[config.mk]
export PLATFORM = sky130hd
export DESIGN_NAME = vx_pick_stage_flat
export DESIGN_NICKNAME = d
export VERILOG_FILES = /design/src/rtl/vx_pick_stage_if.sv /design/src/rtl/vx_pick_stage.sv /design/src/flat_wrapper.sv
export SDC_FILE = /design/constraint.sdc
export NUM_CORES = 1
export LEC_CHECK = 0
export BUFFER_PORTS_ARGS = -buffer_cell sky130_fd_sc_hd__buf_2
export CAP_MARGIN = 20
export CELL_PAD_IN_SITES_DETAIL_PLACEMENT = 0
export CELL_PAD_IN_SITES_GLOBAL_PLACEMENT = 1
export CORE_MARGIN = 2
export CORE_UTILIZATION = 30
export CTS_BUF_LIST = sky130_fd_sc_hd__clkbuf_8 sky130_fd_sc_hd__clkbuf_16
export DETAILED_ROUTE_END_ITERATION = 10
export GPL_TIMING_DRIVEN = 0
export PLACE_DENSITY_LB_ADDON = 0.08
export SYNTH_ARGS = -nofsm -noshare
export SYNTH_HDL_FRONTEND = slang
export SYNTH_SLANG_ARGS = --single-unit
[constraint.sdc]
create_clock -name clk -period 3.2 [get_ports clk]
set_input_delay 0.48 -clock clk [delete_from_list [all_inputs] [get_ports clk]]
set_output_delay 0.48 -clock clk [all_outputs]
set_load 0.03 [all_outputs]
[src/rtl/vx_pick_stage_if.sv]
// Request/pick bundle for vx_pick_stage: N request lanes in, one registered pick out.
// Carries no logic or storage.
// The valid/ready handshakes are on both sides; the slave side is the pick stage itself.
interface vx_pick_stage_if #(
    parameter int N     = 4,
    parameter int DATAW = 8
);
    localparam int IDXW = (N > 1) ? $clog2(N) : 1;

    logic [N-1:0]       valid_in;
    logic [N*DATAW-1:0] data_in;
    logic [N-1:0]       ready_in;
    logic               valid_out;
    logic [DATAW-1:0]   data_out;
    logic [IDXW-1:0]    index_out;
    logic               ready_out;

    // Request producers and pick consumer
    modport master (
        output valid_in, data_in, ready_out,
        input  ready_in, valid_out, data_out, index_out
    );

    // The pick stage
    modport slave (
        input  valid_in, data_in, ready_out,
        output ready_in, valid_out, data_out, index_out
    );
endinterface

[src/rtl/vx_pick_stage.sv]
// Registered first-valid arbiter: picks one of N lanes per cycle into an output register.
// Latency 1 cycle from valid_in to valid_out; full throughput (drain and refill in one cycle).
// Stalls all lanes (ready_in=0) while the held pick is not taken; VX_PICK_STAGE_ROTATE_EN selects round-robin.
module vx_pick_stage #(
    parameter int N       = 4,
    parameter int DATAW   = 8,
    parameter int REVERSE = 0
) (
    input  logic         clk,
    input  logic         reset_n,
    vx_pick_stage_if.slave pick
);
    localparam int IDXW = (N > 1) ? $clog2(N) : 1;

    logic               any_valid;
    logic               accept;
    logic [IDXW-1:0]    sel;
    logic [DATAW-1:0]   sel_data;
    logic               full;
    logic               full_next;
    logic [DATAW-1:0]   data_q;
    logic [IDXW-1:0]    index_q;
    logic [N-1:0]       ack;

`ifdef VX_PICK_STAGE_ROTATE_EN
    logic [IDXW-1:0]    ptr;
    logic [IDXW-1:0]    ptr_next;
`endif

    // Gated by reset_n so no lane is ever acked while the stage is held in reset
    assign any_valid = |pick.valid_in;
    assign accept    = reset_n & any_valid & (~full | pick.ready_out);

    // Priority scan: walk lanes in scan order from the base lane, take the first valid one
    always_comb begin : scan
        int     base;
        int     lane;
        logic   found;
        sel      = '0;
        sel_data = '0;
        found    = 1'b0;
        lane     = 0;
`ifdef VX_PICK_STAGE_ROTATE_EN
        base     = int'(ptr);
`else
        base     = (REVERSE != 0) ? (N - 1) : 0;
`endif
        for (int i = 0; i < N; i++) begin
            lane = (REVERSE != 0) ? ((base - i + N) % N) : ((base + i) % N);
            if (!found && pick.valid_in[lane]) begin
                found    = 1'b1;
                sel      = IDXW'(lane);
                sel_data = pick.data_in[lane*DATAW +: DATAW];
            end
        end
    end

    // One-hot ack to the winning lane, only on cycles the output register loads
    always_comb begin : ack_gen
        ack = '0;
        for (int i = 0; i < N; i++) begin
            ack[i] = accept && (sel == IDXW'(i));
        end
    end

    // EMPTY/FULL next state: load wins over drain, drain only when consumer takes it
    always_comb begin : full_ns
        full_next = full;
        if (accept) begin
            full_next = 1'b1;
        end else if (pick.ready_out) begin
            full_next = 1'b0;
        end
    end

    // EMPTY/FULL state register
    always_ff @(posedge clk or negedge reset_n) begin : full_reg
        if (!reset_n) begin
            full <= 1'b0;
        end else begin
            full <= full_next;
        end
    end

    // Pick payload and index; held unchanged unless a new pick is accepted
    always_ff @(posedge clk or negedge reset_n) begin : pick_reg
        if (!reset_n) begin
            data_q  <= '0;
            index_q <= '0;
        end else if (accept) begin
            data_q  <= sel_data;
            index_q <= sel;
        end
    end

`ifdef VX_PICK_STAGE_ROTATE_EN
    // Next scan start is the neighbour of the winner, wrapping at N rather than 2**IDXW
    always_comb begin : ptr_ns
        ptr_next = ptr;
        if (REVERSE != 0) begin
            ptr_next = (sel == '0) ? IDXW'(N - 1) : (sel - IDXW'(1));
        end else begin
            ptr_next = (sel == IDXW'(N - 1)) ? '0 : (sel + IDXW'(1));
        end
    end

    // Round-robin pointer advances only on accept
    always_ff @(posedge clk or negedge reset_n) begin : ptr_reg
        if (!reset_n) begin
            ptr <= '0;
        end else if (accept) begin
            ptr <= ptr_next;
        end
    end
`endif

    // Output drive
    always_comb begin : out_drv
        pick.ready_in  = ack;
        pick.valid_out = full;
        pick.data_out  = data_q;
        pick.index_out = index_q;
    end

endmodule
[src/flat_wrapper.sv]
// flat-port wrapper written by rule: the top's interface ports become plain ports
module vx_pick_stage_flat 
#(
    parameter int N       = 4,
    parameter int DATAW   = 8,
    parameter int REVERSE = 0
)
  (clk, reset_n, pick_valid_in, pick_data_in, pick_ready_out, pick_ready_in, pick_valid_out, pick_data_out, pick_index_out);
  vx_pick_stage_if #(.N(N), .DATAW(DATAW)) pick_i ();
  input  logic clk;
  input  logic reset_n;
  input wire logic [$bits(pick_i.valid_in)-1:0] pick_valid_in;
  input wire logic [$bits(pick_i.data_in)-1:0] pick_data_in;
  input wire logic [$bits(pick_i.ready_out)-1:0] pick_ready_out;
  output wire logic [$bits(pick_i.ready_in)-1:0] pick_ready_in;
  output wire logic [$bits(pick_i.valid_out)-1:0] pick_valid_out;
  output wire logic [$bits(pick_i.data_out)-1:0] pick_data_out;
  output wire logic [$bits(pick_i.index_out)-1:0] pick_index_out;
  assign pick_i.valid_in = pick_valid_in;
  assign pick_i.data_in = pick_data_in;
  assign pick_i.ready_out = pick_ready_out;
  assign pick_ready_in = pick_i.ready_in;
  assign pick_valid_out = pick_i.valid_out;
  assign pick_data_out = pick_i.data_out;
  assign pick_index_out = pick_i.index_out;
  vx_pick_stage #(.N(N), .DATAW(DATAW), .REVERSE(REVERSE)) u_core (.clk(clk), .reset_n(reset_n), .pick(pick_i));
endmodule
==> summary.log, run 1 <==
INFO  detailed_routing drt_iter0_drc=24
INFO  sta            worstMarginPinSlew=0.752ns
INFO  yosys          synthesis.instances=97
INFO  setup_path     worstPathMaxFanout=10
INFO  cts            ctsHtreeMaxLevel=1
INFO  sta            min_period_over_period=77.3%
INFO  floorplan      die_area=3160squm
INFO  floorplan      row_count=18
INFO  power          power.total=0.494mW
INFO  cells_and_area antenna-diode-count=0
INFO  power          static-leakage-power=0.573nW
INFO  setup_path     most_numerous_cell_on_the_critical_path=sky130_fd_sc_hd__buf_2
INFO  cts            clock_sinks=11
INFO  sta            highest_achievable_clock_rate=0.404GHz
INFO  sta            final-max-slew-violation-count=0
INFO  floorplan      top_level_ports=54
INFO  cts            tritoncts=done
INFO  cells_and_area fillerInstances=268
INFO  global_routing groute.usage.overall=16.6%
INFO  global_routing antenna_found_initial=0
INFO  yosys          synth.avg_cell_area=8.44squm
INFO  cts            count_of_instances_resized_after_the_clock_tree_is_built=0
INFO  sta            slew-limit-headroom=49.8%
INFO  setup_path     worstPathCellList=buf_2 > nor4b_2 > buf_2 > and3_1 > buf_2
INFO  detailed_routing vias=948
INFO  yosys          synth_seq_cells=11
INFO  detailed_routing route.detailed.vias_per_inst=5.15
INFO  setup_path     worst_ep_required_time=2.72ns
INFO  global_routing gr_ovfl_total=0
INFO  yosys          edff_count_synth=0
INFO  cts            postCtsHoldBufs=0
INFO  yosys          post_synth_instance_area=818squm
INFO  floorplan      die-height=56.2um
INFO  yosys          synthDistinctLibCells=22
INFO  yosys          synth_largest_type_area_fraction=33.6%
INFO  sta            fin_worst_skew=0.00649ns
INFO  floorplan      start_util=32.4%
INFO  yosys          synthesis.nets=136
INFO  cts            cts.path.max_buffers=2
INFO  cts            root_buffer=sky130_fd_sc_hd__clkbuf_8
INFO  yosys          yosysWarningCount=0
INFO  setup_path     ff2ff_path_depth=4
INFO  floorplan      die_x=56.2um
INFO  setup_path     max_stage_delay=0.69ns
INFO  global_routing first_global_vias=932
INFO  cts            clock_transition_at_the_register_clock_pins_on_the_worst_setup_and_hold_paths_after_cts=0.05ns
INFO  sta            setup_violations=0
INFO  detailed_routing wl_per_cell=13.5um
INFO  setup_path     worst_ep_arrival_time=1.99ns
INFO  yosys          ys_top_cells_by_area=sky130_fd_sc_hd__dfrtp_1 34%, sky130_fd_sc_hd__a31oi_1 13%, sky130_fd_sc_hd__a221o_1 9.8%
INFO  run_status     status=completed
INFO  sta            fin_tns_setup=0ns
INFO  placement      numPortBuffers=53
INFO  yosys          yosys_most_used_dff=sky130_fd_sc_hd__dfrtp_1
INFO  setup_path     start_kind=input pin
INFO  power          ir_drop=216uV
INFO  yosys          async_reset_ff_share=100%
INFO  cells_and_area drive_gt1_share=43.5%
INFO  sta            rsz0062_at_grt=no
INFO  setup_path     worst_setup_path_end_kind=primary output
INFO  run            max-cap-violations=0
INFO  placement      post-dp-hpwl=1950um
INFO  cells_and_area layout-area-overhead-vs-synth=42.5%
INFO  detailed_routing drt_wl_total=2490um
INFO  detailed_routing drtPass1Iterations=4
INFO  detailed_routing dr_drc_count=0
INFO  global_routing grt_start_max_net_pins=19
INFO  cts            post_cts_buffers=0
INFO  yosys          synth_seq_area_share=33.6%
INFO  sta            timing.final.hold_violations=0
INFO  sta            final_period_minus_worst_setup_slack=2.47ns
INFO  yosys          synthTopCellsByCount=17 x sky130_fd_sc_hd__a31oi_1, 11 x sky130_fd_sc_hd__dfrtp_1, 10 x sky130_fd_sc_hd__nand2_1
INFO  min_path       min_path_type=in2async
INFO  yosys          most_frequently_used_cell_type_in_the_post_synthesis_netlist=sky130_fd_sc_hd__a31oi_1
INFO  cells_and_area layout.nets=194
INFO  power          power_density=423nW/um^2
INFO  placement      finalWeightedCongestion=0.679
INFO  yosys          netlist.top_cell.by_area=sky130_fd_sc_hd__dfrtp_1
INFO  cts            clk-insertion-delay-late=0.23ns
INFO  cts            tritoncts.num_buffers=3
INFO  setup_path     cp_slowest_cell=sky130_fd_sc_hd__nor4b_2
INFO  setup_path     worst-setup-path-type=in2out
INFO  floorplan      placeableCoreArea=2520squm
INFO  detailed_routing postRouteAntennaNets=0
INFO  global_routing global_route_wire_length_before_repair=4190um
## routing by layer
metal  GRT usage, %  up-vias  wire, um
met4           6.12        0        27
li1               -      476         -
met1           23.5      428      1210
met2           25.5       42      1100
met3           2.09        2       163
met5              0        -         0
## cells in the final DEF, fill, tap and decap left out
cell type	n
sky130_fd_sc_hd__nand2_1	10
sky130_fd_sc_hd__a21oi_1	9
sky130_fd_sc_hd__clkbuf_8	3
sky130_fd_sc_hd__and2_1	1
sky130_fd_sc_hd__or4_1	1
sky130_fd_sc_hd__and3_4	1
sky130_fd_sc_hd__clkbuf_1	5
sky130_fd_sc_hd__or2_2	2
sky130_fd_sc_hd__nor2_1	2
sky130_fd_sc_hd__nor4b_2	1
sky130_fd_sc_hd__buf_2	56
sky130_fd_sc_hd__nand2b_1	1
sky130_fd_sc_hd__a221o_1	8
sky130_fd_sc_hd__nand3_1	2
sky130_fd_sc_hd__and3_1	1
sky130_fd_sc_hd__and3b_1	1
sky130_fd_sc_hd__a31oi_4	1
sky130_fd_sc_hd__buf_6	2
sky130_fd_sc_hd__inv_1	10
sky130_fd_sc_hd__a31oi_1	17
sky130_fd_sc_hd__o221a_2	1
sky130_fd_sc_hd__nand3b_1	8
sky130_fd_sc_hd__dfrtp_1	11
## area by class of cell
| cell class | count | area (sq um) | area share (%) |
|---|---|---|---|
| buffer | 10 | 56.3 | 4.83 |
| clock buffer | 3 | 41.3 | 3.54 |
| clock inverter | 1 | 3.75 | 0.322 |
| inverter | 9 | 33.8 | 2.90 |
| multi-input combinational | 67 | 453 | 38.8 |
| sequential | 11 | 275 | 23.6 |
| tap | 30 | 37.5 | 3.22 |
| timing repair buffer | 53 | 265 | 22.7 |
## final timing paths
| kind | start | end | slack, ns |
|---|---|---|---|
| worst max-delay path | pick_valid_in[1] | pick_ready_in[3] | 0.73 |
| worst min-delay path | reset_n | u_core.pick.valid_out$_DFFE_PN0P_ | 0.15 |
| worst max register to register | u_core.pick.valid_out$_DFFE_PN0P_ | u_core.pick.data_out[4]$_DFFE_PN0P_ | 1.76 |
| worst min register to register | u_core.pick.data_out[0]$_DFFE_PN0P_ | u_core.pick.data_out[0]$_DFFE_PN0P_ | 0.54 |
| max in group asynchronous | reset_n | u_core.pick.data_out[1]$_DFFE_PN0P_ | 2.78 |
| min in group clk | pick_data_in[31] | u_core.pick.data_out[7]$_DFFE_PN0P_ | 0.51 |
## worst max-delay path: cells and delay by family
kind                   cells  cell delay, ns
buffers and inverters      3            0.65
and+or+nand+nor            2            0.86
## metrics by stage
step | setup slack, ns | hold slack, ns | area, sq um | std cells | utilization, %
after floorplan | 1.12 | 0.184 | 818 | 97 | -
after global placement | 0.755 | 0.403 | 1120 | 180 | 44.4
after detailed placement | 0.732 | 0.411 | 1120 | 180 | 44.4
after CTS | 0.732 | 0.159 | 1170 | 184 | 46.2
after global routing | 0.656 | 0.169 | 1170 | 184 | 46.2
final | 0.726 | 0.150 | 1170 | 184 | 46.2
## logic make-up after synthesis
family          count (synthesis)  synth area share [%]
compound gates                 36                  32.3
flops                          11                  33.6
simple gates                   31                  23.1
buf+inv                        19                  11.0
## report_power, final
part	total (mW)	leakage, nW	switching (mW)	internal, mW
Sequential	0.173	0.124	0.0112	0.162
Combinational	0.188	0.422	0.115	0.0730
Clock	0.133	0.0269	0.0489	0.0840
## state kept, by name, summed over array words and instances, names as in the netlist
register               flops
u_core.pick.data_out       8
u_core.pick.index_out      2
u_core.pick.valid_out      1
Note: power is estimated with default switching activity, not from simulation.
==> run 2: changes to the inputs <==
--- a/config.mk
+++ b/config.mk
@@ -10,7 +10,7 @@
 export CELL_PAD_IN_SITES_DETAIL_PLACEMENT = 0
 export CELL_PAD_IN_SITES_GLOBAL_PLACEMENT = 1
 export CORE_MARGIN = 2
-export CORE_UTILIZATION = 30
+export CORE_UTILIZATION = 28
 export CTS_BUF_LIST = sky130_fd_sc_hd__clkbuf_8 sky130_fd_sc_hd__clkbuf_16
 export DETAILED_ROUTE_END_ITERATION = 10
 export GPL_TIMING_DRIVEN = 0
==> constraint.sdc (replaced) <==
create_clock -name clk -period 2.4 [get_ports clk]
set_input_delay 0.36 -clock clk [delete_from_list [all_inputs] [get_ports clk]]
set_output_delay 0.36 -clock clk [all_outputs]
set_load 0.03 [all_outputs]
==> run 2 against run 1 <==
Utilization decreased by 3.9 points. Non-clock buffer count unchanged. Die area rose by 6.6%. Clock-buffer cell count is the same. Clock skew shrank 0.0021 ns. Register-to-register slack worse by 0.79 ns. Critical path depth stayed put.
==> summary.log, run 2 (synthesized netlist as in run 1, its figures left out) <==
INFO  sta            postLayoutSetupSlackWorst=0.180ns [-0.546 ns]
INFO  cells_and_area fillerInstances=321 [+20%]
INFO  sta            final_period_minus_worst_setup_slack=2.22ns
INFO  setup_path     crit_buf_inv=3 [unchanged]
INFO  power          comb_power_share=37.5% [-0.5 points]
INFO  cells_and_area antenna-diode-count=0 [unchanged]
INFO  cts            root_buffer=sky130_fd_sc_hd__clkbuf_8
INFO  global_routing gr_ovfl_total=0 [unchanged]
INFO  setup_path     rr_endpoint=u_core.pick.data_out[4]$_DFFE_PN0P_
INFO  cts            tritoncts=done
INFO  power          static-leakage-power=0.573nW [unchanged]
INFO  cells_and_area ff_latch_area=275squm [unchanged]
INFO  cells_and_area layout-area-overhead-vs-synth=42.7%
INFO  detailed_routing drt_wl_total=2600um [+4.2%]
INFO  min_path       min_path_type=in2async
INFO  global_routing grt_start_max_net_pins=19 [unchanged]
INFO  cts            clock_transition_at_the_register_clock_pins_on_the_worst_setup_and_hold_paths_after_cts=0.05ns [about the same]
INFO  setup_path     worstPathMaxFanout=10 [unchanged]
INFO  placement      numPortBuffers=53 [unchanged]
INFO  setup_path     max_stage_delay=0.68ns [about the same]
INFO  setup_path     worstPathCellList=buf_2 > nor4b_2 > buf_2 > and3_1 > buf_2
INFO  setup_path     cp_slowest_cell=sky130_fd_sc_hd__nor4b_2
INFO  detailed_routing drt_iter0_drc=24 [unchanged]
INFO  detailed_routing vias=963 [+1.6%]
INFO  detailed_routing wl_per_cell=14.0um [+3.7%]
INFO  sta            fin_worst_skew=0.00439ns [-0.00210 ns]
INFO  cts            postCtsHoldBufs=0 [unchanged]
INFO  global_routing first_global_vias=872 [-6.4%]
INFO  sta            rsz0062_at_grt=no
INFO  floorplan      die_area=3370squm [+6.6%]
INFO  floorplan      die_x=58.1um [+3.3%]
INFO  setup_path     worst-r2r-setup-slack=0.97ns [-0.79 ns]
INFO  cells_and_area drive_gt1_share=43.5% [unchanged]
INFO  cts            cts.path.max_buffers=2 [unchanged]
INFO  power          p_sw_share=36.1% [+0.71 points]
INFO  global_routing groute.usage.overall=15.1% [-1.5 points]
INFO  power          ir_drop=270uV [+25%]
INFO  cts            tritoncts.num_buffers=3 [unchanged]
INFO  sta            fin_tns_setup=0ns [unchanged]
INFO  cells_and_area layout.cells.most_common_list=56 x sky130_fd_sc_hd__buf_2, 17 x sky130_fd_sc_hd__a31oi_1, 11 x sky130_fd_sc_hd__dfrtp_1, 10 x sky130_fd_sc_hd__inv_1, 10 x sky130_fd_sc_hd__nand2_1
INFO  cells_and_area layout.nets=194 [unchanged]
INFO  placement      finalWeightedCongestion=0.666 [-1.8%]
INFO  sta            timing.final.hold_violations=0 [unchanged]
INFO  power          power_density=571nW/um^2 [+35%]
INFO  run            max-cap-violations=0 [unchanged]
INFO  detailed_routing route.detailed.vias_per_inst=5.21 [+1.0%]
INFO  detailed_routing met3_length=184um [+13%]
INFO  floorplan      placeableCoreArea=2760squm [+9.3%]
INFO  sta            worstMarginPinSlew=0.742ns [-0.00986 ns]
INFO  floorplan      start_util=29.7% [-2.8 points]
INFO  detailed_routing wl_met1=1270um [+5.1%]
INFO  detailed_routing postRouteAntennaNets=0 [unchanged]
INFO  placement      pre_cts_slack=0.187ns [-0.545 ns]
INFO  cells_and_area layout.cells.most_common=sky130_fd_sc_hd__buf_2
INFO  setup_path     worst-setup-path-type=in2out
INFO  power          seq_power_share=34.9% [-0.2 points]
INFO  cts            clock_sinks=11 [unchanged]
INFO  setup_path     worst_ep_required_time=2.04ns [-0.68 ns]
INFO  cells_and_area flip_flop_count_of_the_largest_register_all_copies_and_words_added=8 [unchanged]
INFO  detailed_routing met2_wirelength=1120um [+2.0%]
INFO  detailed_routing drtPass1Iterations=4 [unchanged]
INFO  setup_path     most_numerous_cell_on_the_critical_path=sky130_fd_sc_hd__buf_2
INFO  setup_path     ff2ff_path_depth=4 [unchanged]
INFO  sta            slew-limit-headroom=50.4% [+0.66 points]
INFO  global_routing antenna_found_initial=0 [unchanged]
INFO  cts            post_cts_buffers=0 [unchanged]
INFO  cells_and_area final_cells=185 [+0.54%]
INFO  setup_path     timing.rr.start=u_core.pick.valid_out$_DFFE_PN0P_
INFO  setup_path     worst_setup_path_end_kind=primary output
INFO  setup_path     worst_ep_arrival_time=1.86ns [-0.13 ns]
INFO  power          power.total=0.666mW [+35%]
INFO  floorplan      row_count=19 [+1]
INFO  floorplan      top_level_ports=54 [unchanged]
INFO  sta            setup_violations=0 [unchanged]
INFO  global_routing global_route_wire_length_before_repair=4020um [-4.1%]
INFO  power          share_clk_of_total_power=27.6% [+0.7 points]
INFO  sta            final-max-slew-violation-count=0 [unchanged]
INFO  setup_path     start_kind=input pin
INFO  cts            count_of_instances_resized_after_the_clock_tree_is_built=0 [unchanged]
INFO  cts            clk-insertion-delay-late=0.24ns [about the same]
INFO  sta            highest_achievable_clock_rate=0.450GHz
INFO  detailed_routing top_layer_used=met4
INFO  placement      placed_cells=181 [+0.56%]
INFO  power          power_switching=0.241mW [+38%]
INFO  floorplan      die-height=58.1um [+3.3%]
INFO  cells_and_area multi_input_area=453squm [unchanged]
INFO  placement      post-dp-hpwl=1990um [+2.2%]
INFO  run_status     status=completed
INFO  detailed_routing dr_drc_count=0 [unchanged]
INFO  setup_path     worst_path_dominant_cell_family=simple AND/OR/NAND/NOR gates
INFO  cts            ctsHtreeMaxLevel=1 [unchanged]
INFO  sta            min_period_over_period=92.5%
INFO  power          cell_internal_pwr=0.426mW [+33%]
-- run 2: through the flow --
stage | hold WS (ns) | utilization (%) | instance area (sq um)
floorplan | 0.0644 | - | 818
global placement | 0.285 | 40.7 | 1120
detailed placement | 0.292 | 40.7 | 1120
CTS | 0.0395 | 42.3 | 1170
global route | 0.0596 | 42.3 | 1170
finish | 0.0297 | 42.3 | 1170
-- run 2: power groups by stage --
stage	logic (mW)	registers (mW)	clock network [mW]
after detailed placement	0.251	0.236	0
final	0.250	0.232	0.184
after floorplan	0.0975	0.296	0
after global routing	0.270	0.236	0.195
after global placement	0.249	0.234	0
after CTS	0.251	0.233	0.188
-- run 2: how the worst max path moves through the flow --
stage,startpoint,endpoint,depth (start not counted)
after global placement,pick_valid_in[1],pick_ready_in[3],5
final,pick_valid_in[1],pick_ready_in[3],5
after global routing,pick_valid_in[1],pick_ready_in[3],5
after detailed placement,pick_valid_in[1],pick_ready_in[3],5
after floorplan,u_core.pick.valid_out$_DFFE_PN0P_,pick_ready_in[2],4
after CTS,pick_valid_in[1],pick_ready_in[3],5
-- run 2: layout make-up --
cell class	instances	share of cell area, %
clock inverters	1	0.322
clock buffers	3	3.54
inverters	9	2.89
plain buffers	10	4.82
repair buffers	53	22.7
well taps	31	3.32
flip-flops and latches	11	23.6
multi-input cells	67	38.8
-- run 2: worst reg2reg max path: cells and delay by family, from the launching register on --
family                 cells  cell delay (ns)
AO/OA/AOI/OAI              2             0.37
buffers and inverters      1             0.40
flip-flops                 1             0.37
AND/OR/NAND/NOR            1             0.22
-- run 2: layer usage --
layer / track usage (%) / vias to the layer above
met5: 0 / -
met4: 5.98 / 0
met3: 1.12 / 2
met2: 22.9 / 44
met1: 22.1 / 440
li1: - / 477
